File: src/rtl/ibexc_sleep_ctrl_pkg.sv
// Shared types and helpers for the core sleep/wake controller.
package ibexc_sleep_ctrl_pkg;

  typedef enum logic [1:0] {
    ACTIVE    = 2'd0,
    IDLE_WAIT = 2'd1,
    SLEEP     = 2'd2,
    WAKE      = 2'd3
  } sleep_state_e;

  // Width of the shared hysteresis/settling down-counter (never below 1 bit).
  function automatic int unsigned cnt_width(int unsigned idle_hyst, int unsigned wake_delay);
    int unsigned m;
    m = (idle_hyst > wake_delay) ? idle_hyst : wake_delay;
    return (m == 0) ? 1 : $clog2(m + 1);
  endfunction

endpackage

File: src/rtl/ibexc_sleep_ctrl_if.sv
// Wake-request and sleep-status bundle between the core top level and the
// sleep controller.
interface ibexc_sleep_ctrl_if #(
  parameter int unsigned NumWake   = 4,
  parameter int unsigned SleepCntW = 32
);
  logic                 core_busy_i;
  logic                 irq_pending_i;
  logic                 irq_nm_i;
  logic                 debug_req_i;
  logic [NumWake-1:0]   wake_i;
  logic [NumWake-1:0]   wake_en_i;
  logic                 sleep_cnt_clr_i;
  logic                 clk_en_o;
  logic                 core_sleep_o;
  logic [SleepCntW-1:0] sleep_cnt_o;

  modport slave (
    input  core_busy_i, irq_pending_i, irq_nm_i, debug_req_i,
           wake_i, wake_en_i, sleep_cnt_clr_i,
    output clk_en_o, core_sleep_o, sleep_cnt_o
  );

  modport master (
    output core_busy_i, irq_pending_i, irq_nm_i, debug_req_i,
           wake_i, wake_en_i, sleep_cnt_clr_i,
    input  clk_en_o, core_sleep_o, sleep_cnt_o
  );
endinterface

File: src/rtl/ibexc_sleep_ctrl_sat_counter.sv
// Saturating up-counter with synchronous clear (clear wins over increment).
module ibexc_sat_counter #(
  parameter int unsigned Width = 32
) (
  input  logic             i_clk,
  input  logic             i_rst_n,
  input  logic             i_inc,
  input  logic             i_clr,
  output logic [Width-1:0] o_cnt
);
  logic [Width-1:0] r_cnt;

  // Count up while enabled, hold at all-ones, clear on request.
  always_ff @(posedge i_clk or negedge i_rst_n) begin
    if (!i_rst_n) begin
      r_cnt <= '0;
    end else if (i_clr) begin
      r_cnt <= '0;
    end else if (i_inc && (r_cnt != '1)) begin
      r_cnt <= r_cnt + 1'b1;
    end
  end

  assign o_cnt = r_cnt;
endmodule

File: src/rtl/ibexc_sleep_ctrl.sv
// Core sleep/wake controller: ACTIVE -> IDLE_WAIT (hysteresis) -> SLEEP ->
// WAKE (settling) -> ACTIVE, plus a saturating sleep-cycle counter.
// Optional macro IBEXC_CLK_GATE_EN: drive clk_o through prim_clock_gating;
// otherwise clk_o is clk_i and the controller only reports status.
module ibexc_sleep_ctrl
  import ibexc_sleep_ctrl_pkg::*;
#(
  parameter int unsigned NumWake   = 4,
  parameter int unsigned IdleHyst  = 8,
  parameter int unsigned WakeDelay = 2,
  parameter int unsigned SleepCntW = 32
) (
  input  logic               clk_i,
  input  logic               rst_ni,
  input  logic               test_en_i,
  output logic               clk_o,
  ibexc_sleep_ctrl_if.slave  bus
);
  localparam int unsigned CntW = cnt_width(IdleHyst, WakeDelay);
  localparam logic [CntW-1:0] IdleLoad = (IdleHyst  == 0) ? '0 : CntW'(IdleHyst - 1);
  localparam logic [CntW-1:0] WakeLoad = (WakeDelay == 0) ? '0 : CntW'(WakeDelay - 1);

  sleep_state_e       r_state, w_state_d;
  logic [CntW-1:0]    r_cnt, w_cnt_d;
  logic               r_busy_q;
  logic [NumWake-1:0] w_wake_masked;
  logic               w_wake_evt;

  assign w_wake_masked = bus.wake_i & bus.wake_en_i;
  assign w_wake_evt    = bus.irq_pending_i | bus.irq_nm_i | bus.debug_req_i | (|w_wake_masked);

  // State, down-counter and registered busy flag; all on the ungated clock.
  always_ff @(posedge clk_i or negedge rst_ni) begin
    if (!rst_ni) begin
      r_state  <= ACTIVE;
      r_cnt    <= '0;
      r_busy_q <= 1'b0;
    end else begin
      r_state  <= w_state_d;
      r_cnt    <= w_cnt_d;
      r_busy_q <= bus.core_busy_i;
    end
  end

  // Next-state logic; in IDLE_WAIT activity beats hysteresis expiry.
  always_comb begin
    w_state_d = r_state;
    w_cnt_d   = r_cnt;
    unique case (r_state)
      ACTIVE: begin
        if (!r_busy_q && !w_wake_evt) begin
          if (IdleHyst == 0) begin
            w_state_d = SLEEP;
          end else begin
            w_state_d = IDLE_WAIT;
            w_cnt_d   = IdleLoad;
          end
        end
      end
      IDLE_WAIT: begin
        if (r_busy_q || w_wake_evt) begin
          w_state_d = ACTIVE;
        end else if (r_cnt == '0) begin
          w_state_d = SLEEP;
        end else begin
          w_cnt_d = r_cnt - 1'b1;
        end
      end
      SLEEP: begin
        if (w_wake_evt) begin
          if (WakeDelay == 0) begin
            w_state_d = ACTIVE;
          end else begin
            w_state_d = WAKE;
            w_cnt_d   = WakeLoad;
          end
        end
      end
      WAKE: begin
        if (r_cnt == '0) begin
          w_state_d = ACTIVE;
        end else begin
          w_cnt_d = r_cnt - 1'b1;
        end
      end
      default: w_state_d = ACTIVE;
    endcase
  end

  assign bus.clk_en_o     = (r_state == ACTIVE) || (r_state == IDLE_WAIT) || test_en_i;
  assign bus.core_sleep_o = (r_state == SLEEP);

  ibexc_sat_counter #(
    .Width (SleepCntW)
  ) u_sleep_cnt (
    .i_clk   (clk_i),
    .i_rst_n (rst_ni),
    .i_inc   (r_state == SLEEP),
    .i_clr   (bus.sleep_cnt_clr_i),
    .o_cnt   (bus.sleep_cnt_o)
  );

`ifdef IBEXC_CLK_GATE_EN
  prim_clock_gating u_clk_gate (
    .clk_i     (clk_i),
    .en_i      (bus.clk_en_o),
    .test_en_i (test_en_i),
    .clk_o     (clk_o)
  );
`else
  assign clk_o = clk_i;
`endif

endmodule

File: src/flat_wrapper.sv
// flat-port wrapper written by rule: the top's interface ports become plain ports
module ibexc_sleep_ctrl_flat import ibexc_sleep_ctrl_pkg::*;
#(
  parameter int unsigned NumWake   = 4,
  parameter int unsigned IdleHyst  = 8,
  parameter int unsigned WakeDelay = 2,
  parameter int unsigned SleepCntW = 32
)
  (clk_i, rst_ni, test_en_i, clk_o, bus_core_busy_i, bus_irq_pending_i, bus_irq_nm_i, bus_debug_req_i, bus_wake_i, bus_wake_en_i, bus_sleep_cnt_clr_i, bus_clk_en_o, bus_core_sleep_o, bus_sleep_cnt_o);
  ibexc_sleep_ctrl_if #(.NumWake(NumWake), .SleepCntW(SleepCntW)) bus_i ();
  input  logic clk_i;
  input  logic rst_ni;
  input  logic test_en_i;
  output logic clk_o;
  input wire logic [$bits(bus_i.core_busy_i)-1:0] bus_core_busy_i;
  input wire logic [$bits(bus_i.irq_pending_i)-1:0] bus_irq_pending_i;
  input wire logic [$bits(bus_i.irq_nm_i)-1:0] bus_irq_nm_i;
  input wire logic [$bits(bus_i.debug_req_i)-1:0] bus_debug_req_i;
  input wire logic [$bits(bus_i.wake_i)-1:0] bus_wake_i;
  input wire logic [$bits(bus_i.wake_en_i)-1:0] bus_wake_en_i;
  input wire logic [$bits(bus_i.sleep_cnt_clr_i)-1:0] bus_sleep_cnt_clr_i;
  output wire logic [$bits(bus_i.clk_en_o)-1:0] bus_clk_en_o;
  output wire logic [$bits(bus_i.core_sleep_o)-1:0] bus_core_sleep_o;
  output wire logic [$bits(bus_i.sleep_cnt_o)-1:0] bus_sleep_cnt_o;
  assign bus_i.core_busy_i = bus_core_busy_i;
  assign bus_i.irq_pending_i = bus_irq_pending_i;
  assign bus_i.irq_nm_i = bus_irq_nm_i;
  assign bus_i.debug_req_i = bus_debug_req_i;
  assign bus_i.wake_i = bus_wake_i;
  assign bus_i.wake_en_i = bus_wake_en_i;
  assign bus_i.sleep_cnt_clr_i = bus_sleep_cnt_clr_i;
  assign bus_clk_en_o = bus_i.clk_en_o;
  assign bus_core_sleep_o = bus_i.core_sleep_o;
  assign bus_sleep_cnt_o = bus_i.sleep_cnt_o;
  ibexc_sleep_ctrl #(.NumWake(NumWake), .IdleHyst(IdleHyst), .WakeDelay(WakeDelay), .SleepCntW(SleepCntW)) u_core (.clk_i(clk_i), .rst_ni(rst_ni), .test_en_i(test_en_i), .clk_o(clk_o), .bus(bus_i));
endmodule
File: config.mk
export PLATFORM = sky130hd
export DESIGN_NAME = ibexc_sleep_ctrl_flat
export DESIGN_NICKNAME = d
export VERILOG_FILES = /design/src/rtl/ibexc_sleep_ctrl_pkg.sv /design/src/rtl/ibexc_sleep_ctrl_if.sv /design/src/rtl/ibexc_sleep_ctrl_sat_counter.sv /design/src/rtl/ibexc_sleep_ctrl.sv /design/src/flat_wrapper.sv
export SDC_FILE = /design/constraint.sdc
export NUM_CORES = 1
export LEC_CHECK = 0
export ABC_AREA = 1
export BUFFER_PORTS_ARGS = -buffer_cell sky130_fd_sc_hd__buf_2
export CAP_MARGIN = 5
export CORE_ASPECT_RATIO = 0.9
export CORE_MARGIN = 4
export CORE_UTILIZATION = 55
export DETAILED_ROUTE_END_ITERATION = 10
export PLACE_DENSITY = 0.8
export SLEW_MARGIN = 30
export SYNTH_ARGS = -nofsm -noshare
export SYNTH_HDL_FRONTEND = slang
export SYNTH_SLANG_ARGS = --single-unit
File: constraint.sdc
create_clock -name clk_i -period 2.5 [get_ports clk_i]
set_clock_uncertainty 0.2 [all_clocks]
set_input_delay 0.375 -clock clk_i [delete_from_list [all_inputs] [get_ports clk_i]]
set_output_delay 0.375 -clock clk_i [all_outputs]
set_load 0.01 [all_outputs]
==> results of run 1 <==
==> per-stage QoR <==
step / hold WS (ns) / setup slack, ns / util / std cells / instance area [um2]
global route: 0.121 / 0.196 / 0.683 / 523 / 3080
global placement: 0.264 / 0.142 / 0.651 / 512 / 2940
finish: 0.0940 / 0.318 / 0.683 / 523 / 3080
CTS: 0.0871 / 0.311 / 0.682 / 523 / 3080
floorplan: -0.121 / 0.556 / - / 401 / 2610
detailed placement: 0.272 / 0.396 / 0.652 / 512 / 2950
==> metal layers <==
layer	vias to the layer above	track usage	part of all wire
met5	-	0	0
met2	101	0.397	0.43
met4	0	0.137	0.030
li1	1374	-	-
met1	1268	0.357	0.45
met3	19	0.0527	0.083
==> power breakdown <==
group	total [W]	internal, W	switching, W
combinational	0.000398	0.000124	0.000274
sequential	0.000720	0.000681	0.0000388
clock	0.000544	0.000299	0.000245
total	0.00166	0.00110	0.000558
==> registers in the layout, indices dropped and copies added, names as in the netlist, named ones only <==
register	cells
u_core.r_cnt	4
u_core.u_sleep_cnt.o_cnt	32
u_core.r_busy_q	1
u_core.r_state	1
==> area by class of cell <==
| cell class | instances | area (um2) | area share |
|---|---|---|---|
| Timing Repair Buffer | 58 | 320 | 0.104 |
| Multi-Input combinational cell | 318 | 1450 | 0.471 |
| Tap cell | 62 | 77.6 | 0.0252 |
| Clock buffer | 10 | 119 | 0.0385 |
| Inverter | 36 | 140 | 0.0454 |
| Sequential cell | 39 | 976 | 0.316 |
==> logic make-up (layout without fill, tap and decap cells) <==
family | count (synthesis) | count (layout) | synth area share
compound gates | 10 | 10 | 0.0206
xor+xnor | 10 | 10 | 0.0336
fa+ha+maj | 2 | 2 | 0.00959
buf+inv | 44 | 104 | 0.0729
flops | 39 | 39 | 0.374
simple gates | 296 | 296 | 0.489
==> final timing paths <==
check                                                        start                                       end  slack, ns  depth (start not counted)
setup reg to reg           u_core.u_sleep_cnt.o_cnt[1]$_DFFE_PN0P_  u_core.u_sleep_cnt.o_cnt[21]$_DFFE_PN0P_       0.39                         11
max in group asynchronous                                   rst_ni               u_core.r_cnt[2]$_DFFE_PN0P_       1.43                          2
hold / removal                                 bus_sleep_cnt_clr_i   u_core.u_sleep_cnt.o_cnt[8]$_DFFE_PN0P_       0.09                          4
hold reg to reg                        u_core.r_cnt[0]$_DFFE_PN0P_               u_core.r_cnt[0]$_DFFE_PN0P_       0.28                          2
setup / recovery                                             clk_i                                     clk_o       0.32                          3
min in group asynchronous                                   rst_ni   u_core.u_sleep_cnt.o_cnt[5]$_DFFE_PN0P_       0.31                          2
==> cells in the mapped netlist (2+ instances only) <==
cell,number,share of area
clkbuf_1,3,0.0043
nor2_2,3,0.0072
dfrtp_1,39,0.37
nor3_1,2,0.0038
nor2_1,59,0.085
nand4_1,20,0.048
or2_2,7,0.017
xor2_1,6,0.020
buf_6,2,0.0086
nand2_2,2,0.0048
nand3_1,27,0.052
o21ai_0,9,0.017
xnor2_1,4,0.013
nand2_4,3,0.013
ha_1,2,0.0096
inv_1,34,0.049
nand2_1,170,0.24
==> worst max-delay path: cells and delay by family <==
| family | cells | cell delay (ns) |
|---|---|---|
| buffers and inverters | 3 | 0.36 |
==> timing repair <==
action	CTS	global route
hold endpoints to repair	40	0
endpoints found under the setup margin	0	0
hold buffers	2	0
==> results.yml, run 1 <==
run_status:
  outcome: "finished, final reports clean"
clock_tree:
  cts_tree: "built"
  clkTransAtPathRegs_ns: 0.06
  ctsResizeCount: 0
  clk-insertion-delay-late_ns: 0.40
  cts_setup_buffers: 0
timing:
  final.setup.tns_ns: 0
  slew_violations: 0
  hold_violations: 0
  setup_viol: 0
  tightest_slew_ns: 0.646
  slew_headroom: 0.568
  grt_setup_unrepaired: "false"
drt:
  drt_wl_total_um: 7150
  wl_per_cell_um: 13.7
  drc: 0
  vias_per_cell: 5.28
  drt_iter0_markers: 164
  vias: 2762
  ant_nets: 0
  dr.pass1.iters: 5
floorplanning:
  initial_utilization: 0.578
  io_pins: 51
  core_area_mm2: 0.00452
  fp.dieW_um: 80.6
  fp.dieH_um: 73.4
  rows: 23
  die_area_mm2: 0.00591
yosys:
  avgSynthCellArea_um2: 6.51
  syn_area_mm2: 0.00261
  synthCells: 401
  ys_seq_elements: 39
  synth_edf_count: 0
  yosys_warnings: 0
  synth_nets: 419
  ys.flop_type: "dfrtp_1"
  ys_types: 26
  synth_seq_area_share: 0.374
  async_reset_ff_frac: 1.00
worst_setup_path:
  crit_chain: "clkbuf_8 -> clkbuf_8 -> buf_2"
  worstSetupPathType: "clk -> out"
  crit_required_ns: 1.92
  crit_path_end_kind: "output port"
  arrival_ns: 1.61
  start_kind: "clock port"
  slowest_stage: "buf_2"
  crit_fanout: 2
  cpMostUsedCell: "clkbuf_8"
  slowest_delay_ns: 0.13
hold_path:
  worstHoldPathType: "in -> reg"
global_routing:
  grt_max_degree: 40
  antenna_found_initial: 0
  grt_pass1_wl_um: 11800
  grt_pass1_vias: 2587
  grt-ovfl-total: 0
  grt_use_total: 0.263
placed_design:
  dp_hpwl_um: 5230
  port_buffers: 50
  gp_congestion: 0.948
pwr:
  total_power_w: 0.00166
  leakage_nw: 1.63
  vdd_drop_max_mv: 0.444
  power.density_mw_per_mm2: 539
cells_and_area:
  fillers: 409
  layout_common_cells: "nand2_1, nor2_1, buf_2, dfrtp_1, inv_1"
  area_delta_synth_final_pct: 18.2
  nets: 480
  drive_gt1_frac: 0.184
  diodes: 0
  layout_commonest_cell: "nand2_1"
flow_run:
  cap_violations: 0
Note: power is estimated with default switching activity, not from simulation.
==> inputs of run 2 (changes only) <==
- clock period: 2.5 -> 2.3 ns (I/O delays scaled with it)
==> run 2 against run 1 <==
Compared with the run above: worst setup slack worse by 0.068 ns; core utilization up 4.5 points; count of clock-buffer cells in the layout grew 1; global-route usage grew 2.1 points; critical path type unchanged; largest power group unchanged.
==> results.yml, run 2 (same netlist as run 1, synthesis figures left out) <==
run_status:
  outcome: "finished, final reports clean"
drt:
  wl_per_cell_um: 13.9
  drc: 0
  vias: 2919
  ant_nets: 0
  vias_per_cell: 5.30
  drt_iter0_markers: 196
  drt_wl_total_um: 7680
  dr.pass1.iters: 5
floorplanning:
  io_pins: 51
  fp.dieW_um: 80.6
  die_area_mm2: 0.00591
  rows: 23
  initial_utilization: 0.578
  core_area_mm2: 0.00452
  fp.dieH_um: 73.4
cells_and_area:
  nets: 506
  area_delta_synth_final_pct: 25.9
  layout_common_cells: "nand2_1, nor2_1, buf_2, dfrtp_1, inv_1"
  diodes: 0
  instances_no_fill: 551
  layout_commonest_cell: "nand2_1"
  final_util: 0.727
  drive_gt1_frac: 0.229
  largest_register_ffs: 32
worst_setup_path:
  crit_required_ns: 1.75
  worstSetupPathType: "clk -> out"
  cpMostUsedCell: "clkbuf_8"
  crit_chain: "clkbuf_8 -> clkbuf_8 -> buf_2"
  crit_fanout: 2
  slowest_stage: "buf_2"
  start_kind: "clock port"
  crit_path_end_kind: "output port"
  slowest_delay_ns: 0.13
  arrival_ns: 1.51
timing:
  slew_violations: 0
  hold_violations: 0
  grt_setup_unrepaired: "false"
  final.setup.tns_ns: 0
  tightest_slew_ns: 0.650
  slew_headroom: 0.566
  fin_ws_ns: 0.250
  setup_viol: 0
global_routing:
  grt_max_degree: 29
  antenna_found_initial: 0
  grt_use_total: 0.284
  grt_pass1_wl_um: 12700
  grt-ovfl-total: 0
  grt_pass1_vias: 2857
placed_design:
  dp_slack_ns: 0.334
  port_buffers: 50
  dp_hpwl_um: 5880
  dp_cells: 538
  gp_congestion: 0.973
flow_run:
  cap_violations: 0
clock_tree:
  clkTransAtPathRegs_ns: 0.07
  cts_setup_buffers: 0
  cts_tree: "built"
  clk-insertion-delay-late_ns: 0.40
pwr:
  leakage_nw: 1.78
  vdd_drop_max_mv: 0.639
  power.density_mw_per_mm2: 563
hold_path:
  worstHoldPathType: "in -> reg"
run 2: cell types whose count changed in the layout (fill, tap and decap cells not counted), sizes merged:
| cell | previous run | this run |
|---|---|---|
| clkinv | 0 | 1 |
| buf | 57 | 83 |
| clkbuf | 9 | 10 |
run 2: what timing repair did:
| action | 4_1_cts | 5_1_grt |
|---|---|---|
| resized for setup | 0 | 0 |
| hold endpoints to repair | 40 | 0 |
| hold buffers | 2 | 0 |
run 2: layer usage:
| metal | global-route usage | wire length [um] |
|---|---|---|
| met1 | 0.357 | 3330 |
| met2 | 0.460 | 3500 |
| met3 | 0.0576 | 632 |
| met4 | 0.154 | 219 |
| met5 | 0 | 0 |
run 2: final cells by class:
cell class                 instances  area, um2
clock inverter                     1       5.00
timing repair buffer              84        513
fill                             396       1230
tap                               62       77.6
inverter                          36        140
multi-input combinational        318       1450
clock buffer                      11        123
sequential                        39        976
run 2: power by group:
part | total [W] | internal [W] | leakage [nW] | switching [W]
Sequential | 0.000778 | 0.000740 | 0.535 | 0.0000376
Combinational | 0.000456 | 0.000146 | 1.17 | 0.000310
Clock | 0.000615 | 0.000336 | 0.0677 | 0.000279
run 2: path summary, 6_finish.rpt:
kind	from	endpoint	slack [ns]	depth (start not counted)
max	clk_i	clk_o	0.25	3
min	bus_sleep_cnt_clr_i	u_core.u_sleep_cnt.o_cnt[8]$_DFFE_PN0P_	0.06	4
min reg2reg	u_core.r_cnt[0]$_DFFE_PN0P_	u_core.r_cnt[0]$_DFFE_PN0P_	0.28	2
max reg2reg	u_core.u_sleep_cnt.o_cnt[0]$_DFFE_PN0P_	u_core.u_sleep_cnt.o_cnt[10]$_DFFE_PN0P_	0.30	8
max in group asynchronous	rst_ni	u_core.u_sleep_cnt.o_cnt[12]$_DFFE_PN0P_	1.33	3
min in group asynchronous	rst_ni	u_core.u_sleep_cnt.o_cnt[5]$_DFFE_PN0P_	0.11	2
run 2: through the flow:
step | power (W) | area, um2 | hold slack, ns
2_1_floorplan | 0.00113 | 2610 | -0.151
3_3_place_gp | 0.00124 | 3140 | -0.0148
3_5_place_dp | 0.00127 | 3140 | -0.0142
4_1_cts | 0.00186 | 3290 | 0.0530
5_1_grt | 0.00196 | 3290 | 0.0821
6_report | 0.00185 | 3290 | 0.0615
run 2: worst max-delay path: cells and delay by family:
kind,cells,cell delay (ns)
buffers and inverters,3,0.36
